--- src/rtl/hyperram_ctrl_if.sv ---
// Avalon-MM burst bus between a system master and the HyperRAM controller.
//   master modport: drives write/read/address/writedata/byteenable/burstcount,
//                   receives readdata/readdatavalid/waitrequest.
//   slave modport : the controller side (directions mirrored).
interface hyperram_ctrl_if #(
    parameter int ADDR_W = 22
);
    logic              avm_write_i;
    logic              avm_read_i;
    logic [ADDR_W-1:0] avm_address_i;
    logic [15:0]       avm_writedata_i;
    logic [1:0]        avm_byteenable_i;
    logic [7:0]        avm_burstcount_i;
    logic [15:0]       avm_readdata_o;
    logic              avm_readdatavalid_o;
    logic              avm_waitrequest_o;

    modport master (
        output avm_write_i, avm_read_i, avm_address_i, avm_writedata_i,
               avm_byteenable_i, avm_burstcount_i,
        input  avm_readdata_o, avm_readdatavalid_o, avm_waitrequest_o
    );

    modport slave (
        input  avm_write_i, avm_read_i, avm_address_i, avm_writedata_i,
               avm_byteenable_i, avm_burstcount_i,
        output avm_readdata_o, avm_readdatavalid_o, avm_waitrequest_o
    );
endinterface

--- src/rtl/hyperram_ctrl.sv ---
// HyperRAM command/transaction sequencer, x1 clock domain.
// Turns Avalon-MM bursts into CS#/CK/DQ/RWDS control words for the DDR I/O
// stage and returns captured read words as Avalon read data.
//   clk_x1_i, rstn_i      : system clock, async active-low reset
//   avm                   : Avalon-MM slave (hyperram_ctrl_if.slave)
//   read_error_o          : one-clock pulse when a read burst times out
//   ctrl_rstn_o           : device reset
//   ctrl_ck_ddr_o         : 2'b10 clock running, 2'b00 stopped
//   ctrl_csn_o            : chip select (active low)
//   ctrl_dq_ddr_in_i/ie_i : captured read word and its valid
//   ctrl_dq_ddr_out_o/oe_o: DQ word ([15:8] on first edge) and output enable
//   ctrl_rwds_ddr_out_o/oe_o : RWDS write mask and output enable
module hyperram_ctrl #(
    parameter int ADDR_W           = 22,
    parameter int INIT_RST_CYCLES  = 200,
    parameter int INIT_WAIT_CYCLES = 300,
    parameter int LATENCY_CYCLES   = 6,
    parameter int RECOVERY_CYCLES  = 3,
    parameter int READ_TIMEOUT     = 128
) (
    input  logic        clk_x1_i,
    input  logic        rstn_i,
    hyperram_ctrl_if.slave avm,
    output logic        read_error_o,
    output logic        ctrl_rstn_o,
    output logic [1:0]  ctrl_ck_ddr_o,
    output logic        ctrl_csn_o,
    input  logic [15:0] ctrl_dq_ddr_in_i,
    input  logic        ctrl_dq_ie_i,
    output logic [15:0] ctrl_dq_ddr_out_o,
    output logic        ctrl_dq_oe_o,
    output logic [1:0]  ctrl_rwds_ddr_out_o,
    output logic        ctrl_rwds_oe_o
);
    localparam int INIT_TOT = INIT_RST_CYCLES + INIT_WAIT_CYCLES;
    localparam int M1       = (INIT_TOT > READ_TIMEOUT) ? INIT_TOT : READ_TIMEOUT;
    localparam int M2       = (LATENCY_CYCLES > RECOVERY_CYCLES) ? LATENCY_CYCLES : RECOVERY_CYCLES;
    localparam int M3       = (M1 > M2) ? M1 : M2;
    localparam int CNT_MAX  = (M3 > 3) ? M3 : 3;
    localparam int CNT_W    = $clog2(CNT_MAX + 1);

    typedef logic [CNT_W-1:0] cnt_t;
    localparam cnt_t RST_LAST  = cnt_t'(INIT_RST_CYCLES - 1);
    localparam cnt_t INIT_LAST = cnt_t'(INIT_TOT - 1);
    localparam cnt_t LAT_LAST  = cnt_t'(LATENCY_CYCLES - 1);
    localparam cnt_t REC_LAST  = cnt_t'(RECOVERY_CYCLES - 1);
    localparam cnt_t TO_LAST   = cnt_t'(READ_TIMEOUT - 1);

    typedef enum logic [2:0] {
        S_INIT, S_IDLE, S_CA, S_LAT, S_WRITE, S_READ, S_RECOV
    } state_t;

    state_t            state, state_n;
    cnt_t              cnt;
    logic              rstn_q, is_read_q, have_word_q, rdv_q, err_q;
    logic [ADDR_W-1:0] addr_q;
    logic [15:0]       wdata_q, readdata_q;
    logic [1:0]        be_q;
    logic [7:0]        acc_left_q;   // write words still to be taken from Avalon
    logic [7:0]        out_left_q;   // words still to be driven / received
    logic [47:0]       ca;
    logic [7:0]        bc;
    logic              start, accept;

    assign ca     = {is_read_q, 1'b0, 1'b1, 29'(addr_q[ADDR_W-1:3]), 13'd0, addr_q[2:0]};
    assign bc     = (avm.avm_burstcount_i == 8'd0) ? 8'd1 : avm.avm_burstcount_i;
    assign start  = (state == S_IDLE) && (avm.avm_read_i || avm.avm_write_i);
    assign accept = (state == S_WRITE) && avm.avm_write_i && (acc_left_q != 8'd0);

    always_ff @(posedge clk_x1_i or negedge rstn_i) begin
        if (!rstn_i) state <= S_INIT;
        else         state <= state_n;
    end

    // Shared phase counter; cleared on every state change so it only ever
    // counts up to the terminal value of the current state.
    always_ff @(posedge clk_x1_i or negedge rstn_i) begin
        if (!rstn_i)                                 cnt <= '0;
        else if (state_n != state)                   cnt <= '0;
        else if (state == S_READ && ctrl_dq_ie_i)    cnt <= '0;
        else if (state inside {S_INIT, S_CA, S_LAT, S_READ, S_RECOV}) cnt <= cnt + cnt_t'(1);
    end

    always_ff @(posedge clk_x1_i or negedge rstn_i) begin
        if (!rstn_i) begin
            rstn_q      <= 1'b0;
            is_read_q   <= 1'b0;
            have_word_q <= 1'b0;
            rdv_q       <= 1'b0;
            err_q       <= 1'b0;
            addr_q      <= '0;
            wdata_q     <= '0;
            readdata_q  <= '0;
            be_q        <= '0;
            acc_left_q  <= '0;
            out_left_q  <= '0;
        end else begin
            rdv_q <= 1'b0;
            err_q <= 1'b0;
            if (state == S_INIT && cnt == RST_LAST) rstn_q <= 1'b1;
            if (start) begin
                is_read_q   <= avm.avm_read_i;
                addr_q      <= avm.avm_address_i;
                out_left_q  <= bc;
                acc_left_q  <= bc - 8'd1;
                have_word_q <= 1'b1;
                if (!avm.avm_read_i) begin
                    wdata_q <= avm.avm_writedata_i;
                    be_q    <= avm.avm_byteenable_i;
                end
            end
            if (state == S_WRITE) begin
                // A word taken this clock is driven on the next one; no word
                // taken means the next clock is a CK-stopped stall.
                if (have_word_q) out_left_q <= out_left_q - 8'd1;
                have_word_q <= accept;
                if (accept) begin
                    wdata_q    <= avm.avm_writedata_i;
                    be_q       <= avm.avm_byteenable_i;
                    acc_left_q <= acc_left_q - 8'd1;
                end
            end
            if (state == S_READ) begin
                if (ctrl_dq_ie_i) begin
                    readdata_q <= ctrl_dq_ddr_in_i;
                    rdv_q      <= 1'b1;
                    out_left_q <= out_left_q - 8'd1;
                end else if (cnt == TO_LAST) begin
                    err_q <= 1'b1;
                end
            end
        end
    end

    always_comb begin
        state_n                = state;
        ctrl_csn_o             = 1'b1;
        ctrl_ck_ddr_o          = 2'b00;
        ctrl_dq_oe_o           = 1'b0;
        ctrl_rwds_oe_o         = 1'b0;
        ctrl_dq_ddr_out_o      = '0;
        ctrl_rwds_ddr_out_o    = 2'b00;
        avm.avm_waitrequest_o  = 1'b1;
        case (state)
            S_INIT:  if (cnt == INIT_LAST) state_n = S_IDLE;
            S_IDLE: begin
                avm.avm_waitrequest_o = 1'b0;
                if (start) state_n = S_CA;
            end
            S_CA: begin
                ctrl_csn_o    = 1'b0;
                ctrl_ck_ddr_o = 2'b10;
                ctrl_dq_oe_o  = 1'b1;
                case (cnt)
                    cnt_t'(0): ctrl_dq_ddr_out_o = ca[47:32];
                    cnt_t'(1): ctrl_dq_ddr_out_o = ca[31:16];
                    default:   ctrl_dq_ddr_out_o = ca[15:0];
                endcase
                if (cnt == cnt_t'(2)) state_n = is_read_q ? S_READ : S_LAT;
            end
            S_LAT: begin
                ctrl_csn_o    = 1'b0;
                ctrl_ck_ddr_o = 2'b10;
                if (cnt == LAT_LAST) state_n = S_WRITE;
            end
            S_WRITE: begin
                // During a stall DQ/RWDS stay driven with the last word; the
                // stopped clock means the device sees no extra edge.
                ctrl_csn_o            = 1'b0;
                ctrl_dq_oe_o          = 1'b1;
                ctrl_rwds_oe_o        = 1'b1;
                ctrl_dq_ddr_out_o     = wdata_q;
                ctrl_rwds_ddr_out_o   = ~be_q;
                ctrl_ck_ddr_o         = have_word_q ? 2'b10 : 2'b00;
                avm.avm_waitrequest_o = (acc_left_q == 8'd0);
                if (have_word_q && out_left_q == 8'd1) state_n = S_RECOV;
            end
            S_READ: begin
                ctrl_csn_o    = 1'b0;
                ctrl_ck_ddr_o = 2'b10;
                if ((ctrl_dq_ie_i && out_left_q == 8'd1) || (!ctrl_dq_ie_i && cnt == TO_LAST))
                    state_n = S_RECOV;
            end
            S_RECOV: if (cnt == REC_LAST) state_n = S_IDLE;
            default: state_n = S_INIT;
        endcase
    end

    assign ctrl_rstn_o             = rstn_q;
    assign read_error_o            = err_q;
    assign avm.avm_readdata_o      = readdata_q;
    assign avm.avm_readdatavalid_o = rdv_q;
endmodule

--- src/flat_wrapper.sv ---
// flat-port wrapper written by rule: the top's interface ports become plain ports
module hyperram_ctrl_flat 
#(
    parameter int ADDR_W           = 22,
    parameter int INIT_RST_CYCLES  = 200,
    parameter int INIT_WAIT_CYCLES = 300,
    parameter int LATENCY_CYCLES   = 6,
    parameter int RECOVERY_CYCLES  = 3,
    parameter int READ_TIMEOUT     = 128
)
  (clk_x1_i, rstn_i, read_error_o, ctrl_rstn_o, ctrl_ck_ddr_o, ctrl_csn_o, ctrl_dq_ddr_in_i, ctrl_dq_ie_i, ctrl_dq_ddr_out_o, ctrl_dq_oe_o, ctrl_rwds_ddr_out_o, ctrl_rwds_oe_o, avm_avm_write_i, avm_avm_read_i, avm_avm_address_i, avm_avm_writedata_i, avm_avm_byteenable_i, avm_avm_burstcount_i, avm_avm_readdata_o, avm_avm_readdatavalid_o, avm_avm_waitrequest_o);
  hyperram_ctrl_if #(.ADDR_W(ADDR_W)) avm_i ();
  input  logic clk_x1_i;
  input  logic rstn_i;
  output logic read_error_o;
  output logic ctrl_rstn_o;
  output logic [1:0] ctrl_ck_ddr_o;
  output logic ctrl_csn_o;
  input  logic [15:0] ctrl_dq_ddr_in_i;
  input  logic ctrl_dq_ie_i;
  output logic [15:0] ctrl_dq_ddr_out_o;
  output logic ctrl_dq_oe_o;
  output logic [1:0] ctrl_rwds_ddr_out_o;
  output logic ctrl_rwds_oe_o;
  input wire logic [$bits(avm_i.avm_write_i)-1:0] avm_avm_write_i;
  input wire logic [$bits(avm_i.avm_read_i)-1:0] avm_avm_read_i;
  input wire logic [$bits(avm_i.avm_address_i)-1:0] avm_avm_address_i;
  input wire logic [$bits(avm_i.avm_writedata_i)-1:0] avm_avm_writedata_i;
  input wire logic [$bits(avm_i.avm_byteenable_i)-1:0] avm_avm_byteenable_i;
  input wire logic [$bits(avm_i.avm_burstcount_i)-1:0] avm_avm_burstcount_i;
  output wire logic [$bits(avm_i.avm_readdata_o)-1:0] avm_avm_readdata_o;
  output wire logic [$bits(avm_i.avm_readdatavalid_o)-1:0] avm_avm_readdatavalid_o;
  output wire logic [$bits(avm_i.avm_waitrequest_o)-1:0] avm_avm_waitrequest_o;
  assign avm_i.avm_write_i = avm_avm_write_i;
  assign avm_i.avm_read_i = avm_avm_read_i;
  assign avm_i.avm_address_i = avm_avm_address_i;
  assign avm_i.avm_writedata_i = avm_avm_writedata_i;
  assign avm_i.avm_byteenable_i = avm_avm_byteenable_i;
  assign avm_i.avm_burstcount_i = avm_avm_burstcount_i;
  assign avm_avm_readdata_o = avm_i.avm_readdata_o;
  assign avm_avm_readdatavalid_o = avm_i.avm_readdatavalid_o;
  assign avm_avm_waitrequest_o = avm_i.avm_waitrequest_o;
  hyperram_ctrl #(.ADDR_W(ADDR_W), .INIT_RST_CYCLES(INIT_RST_CYCLES), .INIT_WAIT_CYCLES(INIT_WAIT_CYCLES), .LATENCY_CYCLES(LATENCY_CYCLES), .RECOVERY_CYCLES(RECOVERY_CYCLES), .READ_TIMEOUT(READ_TIMEOUT)) u_core (.clk_x1_i(clk_x1_i), .rstn_i(rstn_i), .avm(avm_i), .read_error_o(read_error_o), .ctrl_rstn_o(ctrl_rstn_o), .ctrl_ck_ddr_o(ctrl_ck_ddr_o), .ctrl_csn_o(ctrl_csn_o), .ctrl_dq_ddr_in_i(ctrl_dq_ddr_in_i), .ctrl_dq_ie_i(ctrl_dq_ie_i), .ctrl_dq_ddr_out_o(ctrl_dq_ddr_out_o), .ctrl_dq_oe_o(ctrl_dq_oe_o), .ctrl_rwds_ddr_out_o(ctrl_rwds_ddr_out_o), .ctrl_rwds_oe_o(ctrl_rwds_oe_o));
endmodule
--- config.mk ---
export PLATFORM = sky130hd
export DESIGN_NAME = hyperram_ctrl_flat
export DESIGN_NICKNAME = d
export VERILOG_FILES = /design/src/rtl/hyperram_ctrl_if.sv /design/src/rtl/hyperram_ctrl.sv /design/src/flat_wrapper.sv
export SDC_FILE = /design/constraint.sdc
export NUM_CORES = 1
export LEC_CHECK = 0
export ABC_AREA = 1
export CAP_MARGIN = 20
export CORE_MARGIN = 1.5
export CORE_UTILIZATION = 31
export DETAILED_ROUTE_END_ITERATION = 8
export GPL_TIMING_DRIVEN = 0
export PLACE_DENSITY = 0.58
export SYNTH_ARGS = -nofsm -noshare
export SYNTH_HDL_FRONTEND = slang
export SYNTH_SLANG_ARGS = --single-unit
--- constraint.sdc ---
create_clock -name clk_x1_i -period 1.9 [get_ports clk_x1_i]
set_clock_uncertainty 0.2 [all_clocks]
set_input_delay 0.19 -clock clk_x1_i [delete_from_list [all_inputs] [get_ports clk_x1_i]]
set_output_delay 0.19 -clock clk_x1_i [all_outputs]
set_load 0.03 [all_outputs]
# ---- After elaboration in Yosys (flattened, before gate mapping)
# Index checks and enable logic that the tools add are counted.
dict set report classes {
  reduce_logical 23
  order_cmp 0
  bitwise 1
  muxes 45
  shifts 0
  eq_ne 14
  mul 0
  add_sub_neg 4
  div 0
}
# op n
set op_table {}
lappend op_table {{$mux 8} 9}
lappend op_table {{$mux 16} 4}
lappend op_table {{$pmux 16 s2} 2}
lappend op_table {{$mux 9} 3}
lappend op_table {{$mux 3} 8}
lappend op_table {{$sub 8x1->8 const B} 3}
lappend op_table {{$pmux 3 s7} 1}
lappend op_table {{$logic_not 8->1} 2}
lappend op_table {{$mux 2} 6}
lappend op_table {{$mux 1} 10}
lappend op_table {{$add 9x1->9 const B} 1}
lappend op_table {{$eq 3x3->1 const B} 3}
lappend op_table {{$eq 9x1->1 const B} 1}
lappend op_table {{$eq 9x2->1 const B} 1}
lappend op_table {{$eq 9x3->1 const B} 1}
lappend op_table {{$eq 9x7->1 const B} 1}
lappend op_table {{$eq 9x8->1 const B} 1}
lappend op_table {{$eq 9x9->1 const B} 1}
lappend op_table {{$logic_not 9->1} 1}
lappend op_table {{$eq 8x1->1 const B} 1}
lappend op_table {{$logic_and 1x1->1} 8}
lappend op_table {{$reduce_bool 8->1} 1}
lappend op_table {{$eq 3x2->1 const B} 2}
lappend op_table {{$reduce_bool 5->1} 1}
lappend op_table {{other kinds (14)} 15}
dict set report word_totals {
  register_bits 89
  out_inout_bits 43
  word_cells 100
  romBits 0
  in_bits 69
  latchBits 0
  mem_count 0
  ram_bits 0
}

# ---- Depth between registers and ports, before layout
dict set report depth {
  word_depth 7
  mapped_depth 13
  depth_no_buf 13
}

# ---- Worst setup path after synthesis
# No wires, ideal clock.
dict set report synth_timing {
  path_type {register to output}
  startpoint {register u_core.cnt[1]}
  endpoint {output port ctrl_dq_ddr_out_o[12]}
  path_stages_with_launch 10
  arrival_time_ns 1.650
  path_slack_ns -0.140
  required_time_ns 1.510
  cell_sequence {dfrtp_1 > inv_1 > ha_1 > inv_1 > nor2_1 > nand3_1 > inv_1 > buf_2 > nand3_1 > o21ai_0}
}
dict set report synth_between {
  elab_chain_cells 3
  elab_cells_between_ends 4
  classes_between {eq/ne: 1; mux: 2; reduce/logical: 1}
}
# item line_no
set synth_rtl {}
lappend synth_rtl {{start, declared} hyperram_ctrl.sv:54} ;# cnt_t cnt;
lappend synth_rtl {{start signal, assigned} hyperram_ctrl.sv:81} ;# else if (state inside {S_INIT, S_CA, S_LAT, S_READ, S_RECOV}) cnt <= cnt + cnt_t'(1);
lappend synth_rtl {{$eq 9x1->1 / $logic_not 9->1 (equally long branches)} hyperram_ctrl.sv:154} ;# case (cnt)
lappend synth_rtl {{$pmux 16 s2 *} hyperram_ctrl.sv:154}
lappend synth_rtl {{$pmux 16 s2 *} hyperram_ctrl.sv:144} ;# case (state)
lappend synth_rtl {{end, declared} flat_wrapper.sv:21} ;# output logic [15:0] ctrl_dq_ddr_out_o;
# Every way passes the cells marked *; elsewhere a longest branch is shown, timed or not.

# ---- Worst setup path in the final report
dict set report layout_timing {
  startpoint {register u_core.cnt[0]}
  endpoint {output port ctrl_dq_ddr_out_o[2]}
}
# The elaborated chain is that of the path after synthesis.

==> flow_summary_export.csv <==
group,metric,value,unit
place,place_area,0.006190,mm2
timing,fin_crit_sh,115.9,%
yosys,syn_nets,713,
global_routing,track_usage,18.05,%
yosys,yosys.area.top_type,"dfrtp_1",
power,p_per_area,1392,mW/mm2
timing,grt_setup_unrepaired,"true",
clock_tree,path_clk_slew,0.07,ns
place,portBuffers,110,
yosys,synth.cell_area,0.004793,mm2
finish,multiInputGateArea,0.002735,mm2
finish,utilization,51.81,%
setup_path,critPathKind,"reg -> out",
setup_path,crit_path_cell_trace,"inv_2 -> ha_4 -> nand3_4 -> nor2_4 -> buf_6 -> nand2_1 -> nand2_1 -> o21ai_1 -> o21ai_1 -> buf_4",
drt,num_vias,4878,
finish,diodes,0,
global_routing,antenna_found_initial,0,
setup_path,crit_required,1.51,ns
timing,finalHoldViolCount,0,
die,die_area,0.01622,mm2
finish,layout.nets,899,
place,pre_cts_ws,-0.8115,ns
yosys,yosys.area_share.simple,29.34,%
yosys,ys_top_cells_by_area,"dfrtp_1 46%, nand2_1 16%, o21ai_0 6.2%, inv_1 5.6%, nand3_1 4.5%",
die,start_util,31.65,%
timing,fmax,454.0,MHz
place,routabilityCongestion,0.8561,
setup_path,crit_family,"flip-flops",
timing,setup_viol,50,
timing,slew_viol_final,0,
clock_tree,cts_buffers,9,
die,die_x,127.3,um
finish,design_area,0.007846,mm2
finish,n_fill_cell,1387,
hold_path,min_path_type,"in -> reg",
setup_path,max_stage_delay,0.45,ns
die,num_rows,45,
power,p_total,10920,uW
flow_run,maxCapViolCount,0,
place,hpwl,9.992,mm
yosys,synth_edf_count,0,
yosys,ys.flop_type,"dfrtp_1",
drt,first_pass_iters,5,
yosys,avgSynthCellArea,7.560,um2
yosys,syn_inst,634,
yosys,synth_top_family_by_area,"simple AND/OR/NAND/NOR gates",
timing,period_minus_slack,2.203,ns
die,die_h,127.3,um
setup_path,crit_path_max_fanout,5,
setup_path,path_buf_inv,3,
clock_tree,max-clock-path-buffers,2,
setup_path,critPathArrivalTime,1.81,ns
yosys,synth-async-reset-ratio,100.0,%
drt,post_drt_wl_per_cell,15.06,um
clock_tree,root_buffer,"clkbuf_16",
power,leakage,0.003740,uW
finish,final-seq-area,0.002233,mm2
drt,dr.first_iter.drc_count,313,
yosys,synth_compound_area_share,11.12,%
setup_path,start_kind,"register",
finish,drive_above_1_share,33.33,%
yosys,ys_seq_area_share,46.46,%
setup_path,cp-end-kind,"primary output",
clock_tree,clk_latency,0.34,ns
yosys,synth_xor_area_share,1.827,%
global_routing,grt-ovfl-total,0,
yosys,ys_ff_latch,89,
clock_tree,htreeDepth,3,
clock_tree,numClockSinks,89,
setup_path,crit_slowest_cell,"dfrtp_2",
drt,drt_wl_total,15.26,mm
global_routing,grt_first_pass_wirelength,23.25,mm
yosys,synth_mux_area_share,0,%
die,top_level_ports,112,
status,violations,"negative setup slack",
global_routing,grt_max_degree,66,
yosys,synthAdderAreaFrac,2.610,%
yosys,synth_warnings,0,
clock_tree,cts_tree,"built",
power,ir_drop,644.4,uV
timing,hold_ws,0.05823,ns
global_routing,grt_pass1_vias,4736,
drt,drc,0,
yosys,yosysUniqueCellTypes,44,
yosys,yosysTopAreaCellShare,46.46,%
timing,worst_slack,-0.3028,ns
drt,avgViaCountPerCell,4.815,
drt,ant_nets,0,
finish,area_delta_synth_final,63.69,%
die,core_area,0.01515,mm2
status,status,"finished, violations left",
logic make-up (layout without fill, tap and decap cells):
family,after synthesis,after routing
other,1,1
flip-flops,89,89
XOR/XNOR,10,10
AO/OA/AOI/OAI,96,96
buffers and inverters,99,289
AND/OR/NAND/NOR,329,330
adder cells (fa/ha/maj),10,10
cell type report:
cell class                 count  area share (%)
multi-input combinational    447           34.86
buffer                        19           2.551
inverter                      77           3.939
sequential                    89           28.46
timing repair buffer         177           23.33
clock inverter                 7          0.9887
tap                          188           2.998
clock buffer                   9           2.870
placed cells by master, fill, tap and decap left out, drive strengths merged:
| cell type | Yosys | layout |
|---|---|---|
| bufinv | 0 | 1 |
| o221ai | 1 | 1 |
| a41oi | 3 | 3 |
| o21ai | 65 | 65 |
| o21a | 1 | 1 |
| nand3b | 2 | 2 |
| clkdlybuf4s50 | 0 | 81 |
| dlygate4sd3 | 0 | 1 |
| buf | 15 | 100 |
| clkinv | 1 | 4 |
| nor3b | 1 | 1 |
| o22ai | 3 | 3 |
| inv | 76 | 79 |
| o211ai | 2 | 2 |
| nand2 | 204 | 205 |
| o21bai | 1 | 1 |
| clkbuf | 7 | 18 |
| nand3 | 46 | 46 |
| nor4 | 1 | 1 |
| nor2 | 64 | 64 |
| nand4 | 3 | 3 |
| o31ai | 2 | 2 |
| dlymetal6s2s | 0 | 2 |
| nor3 | 7 | 7 |
| xnor2 | 3 | 3 |
| a21oi | 13 | 13 |
| conb | 1 | 1 |
| dlygate4sd2 | 0 | 3 |
| ha | 10 | 10 |
| or2 | 1 | 1 |
| a31oi | 2 | 2 |
| dfrtp | 89 | 89 |
| xor2 | 7 | 7 |
| o41ai | 1 | 1 |
| a22oi | 2 | 2 |
repair_timing:
action | in CTS | in global routing
hold endpoints to repair | 89 | 0
cloned | 5 | 5
hold buffers | 1 | 0
buffers inserted | 37 | 20
resized for setup | 255 | 167
endpoints found under the setup margin | 82 | 102
pin swaps | 23 | 27
cells in the mapped netlist, types with 3 or more instances:
| master | count |
|---|---|
| a21oi_1 | 13 |
| a41oi_1 | 3 |
| buf_2 | 8 |
| buf_4 | 5 |
| clkbuf_1 | 6 |
| dfrtp_1 | 89 |
| ha_1 | 10 |
| inv_1 | 72 |
| inv_2 | 4 |
| nand2_1 | 200 |
| nand2_2 | 3 |
| nand3_1 | 43 |
| nand4_1 | 3 |
| nor2_1 | 53 |
| nor2_2 | 10 |
| nor3_1 | 6 |
| o21ai_0 | 59 |
| o21ai_1 | 4 |
| o22ai_1 | 3 |
| xnor2_1 | 3 |
| xor2_1 | 7 |
layer usage:
layer  up-vias  wire length [um]  track usage [%]
li1       2393                 -                -
met1      2340              6824            23.67
met2       125              7503            29.86
met3        20               713            4.355
met4         0               213            4.880
met5         -                 0                0
state kept, by name (all words and copies together), names as in the netlist:
register	flops
u_core.addr_q	22
u_core.avm.avm_readdata_o	16
u_core.wdata_q	16
u_core.cnt	9
u_core.acc_left_q	8
u_core.out_left_q	8
u_core.state	3
u_core.be_q	2
u_core.avm.avm_readdatavalid_o	1
u_core.ctrl_rstn_o	1
u_core.have_word_q	1
u_core.is_read_q	1
u_core.read_error_o	1
metrics by stage:
| step | cells | TNS [ns] |
|---|---|---|
| 5_1_grt | 1013 | -11.91 |
| 3_3_place_gp | 932 | -281.37 |
| 4_1_cts | 992 | -5.862 |
| 6_report | 1013 | -7.003 |
| 2_1_floorplan | 634 | -0.9616 |
| 3_5_place_dp | 933 | -20.68 |
final timing paths:
path                                              start  slack (ns)                      endpoint  cells past startpoint
max reg2reg                               u_core.cnt[0]       -0.14                 u_core.cnt[4]                     13
max in group asynchronous                        rstn_i        0.74                 u_core.cnt[7]                      3
min in group asynchronous                        rstn_i        0.10          u_core.acc_left_q[7]                      2
max                                       u_core.cnt[0]       -0.30          ctrl_dq_ddr_out_o[2]                     10
min                             avm_avm_burstcount_i[6]        0.06          u_core.acc_left_q[7]                      3
min reg2reg                u_core.avm.avm_readdata_o[5]        0.28  u_core.avm.avm_readdata_o[5]                      2
worst reg2reg max path: stages (launching register included):
cell and delay (ns):
dfrtp_2 0.45, buf_6 0.12, buf_4 0.13, ha_4 0.18
nand2_1 0.07, nor2_1 0.05, nand3_1 0.08, nand2_1 0.06
nor2_2 0.11, nand3_2 0.11, nand2_2 0.11, nand2_4 0.09
nand2_8 0.12, nor2_2 0.05
where the power goes:
part | total [uW] | internal [uW] | switching (uW)
Sequential | 3160 | 2620 | 540
Combinational | 5920 | 2620 | 3300
Clock | 1840 | 1040 | 805
(Power assumes the default switching activity.)
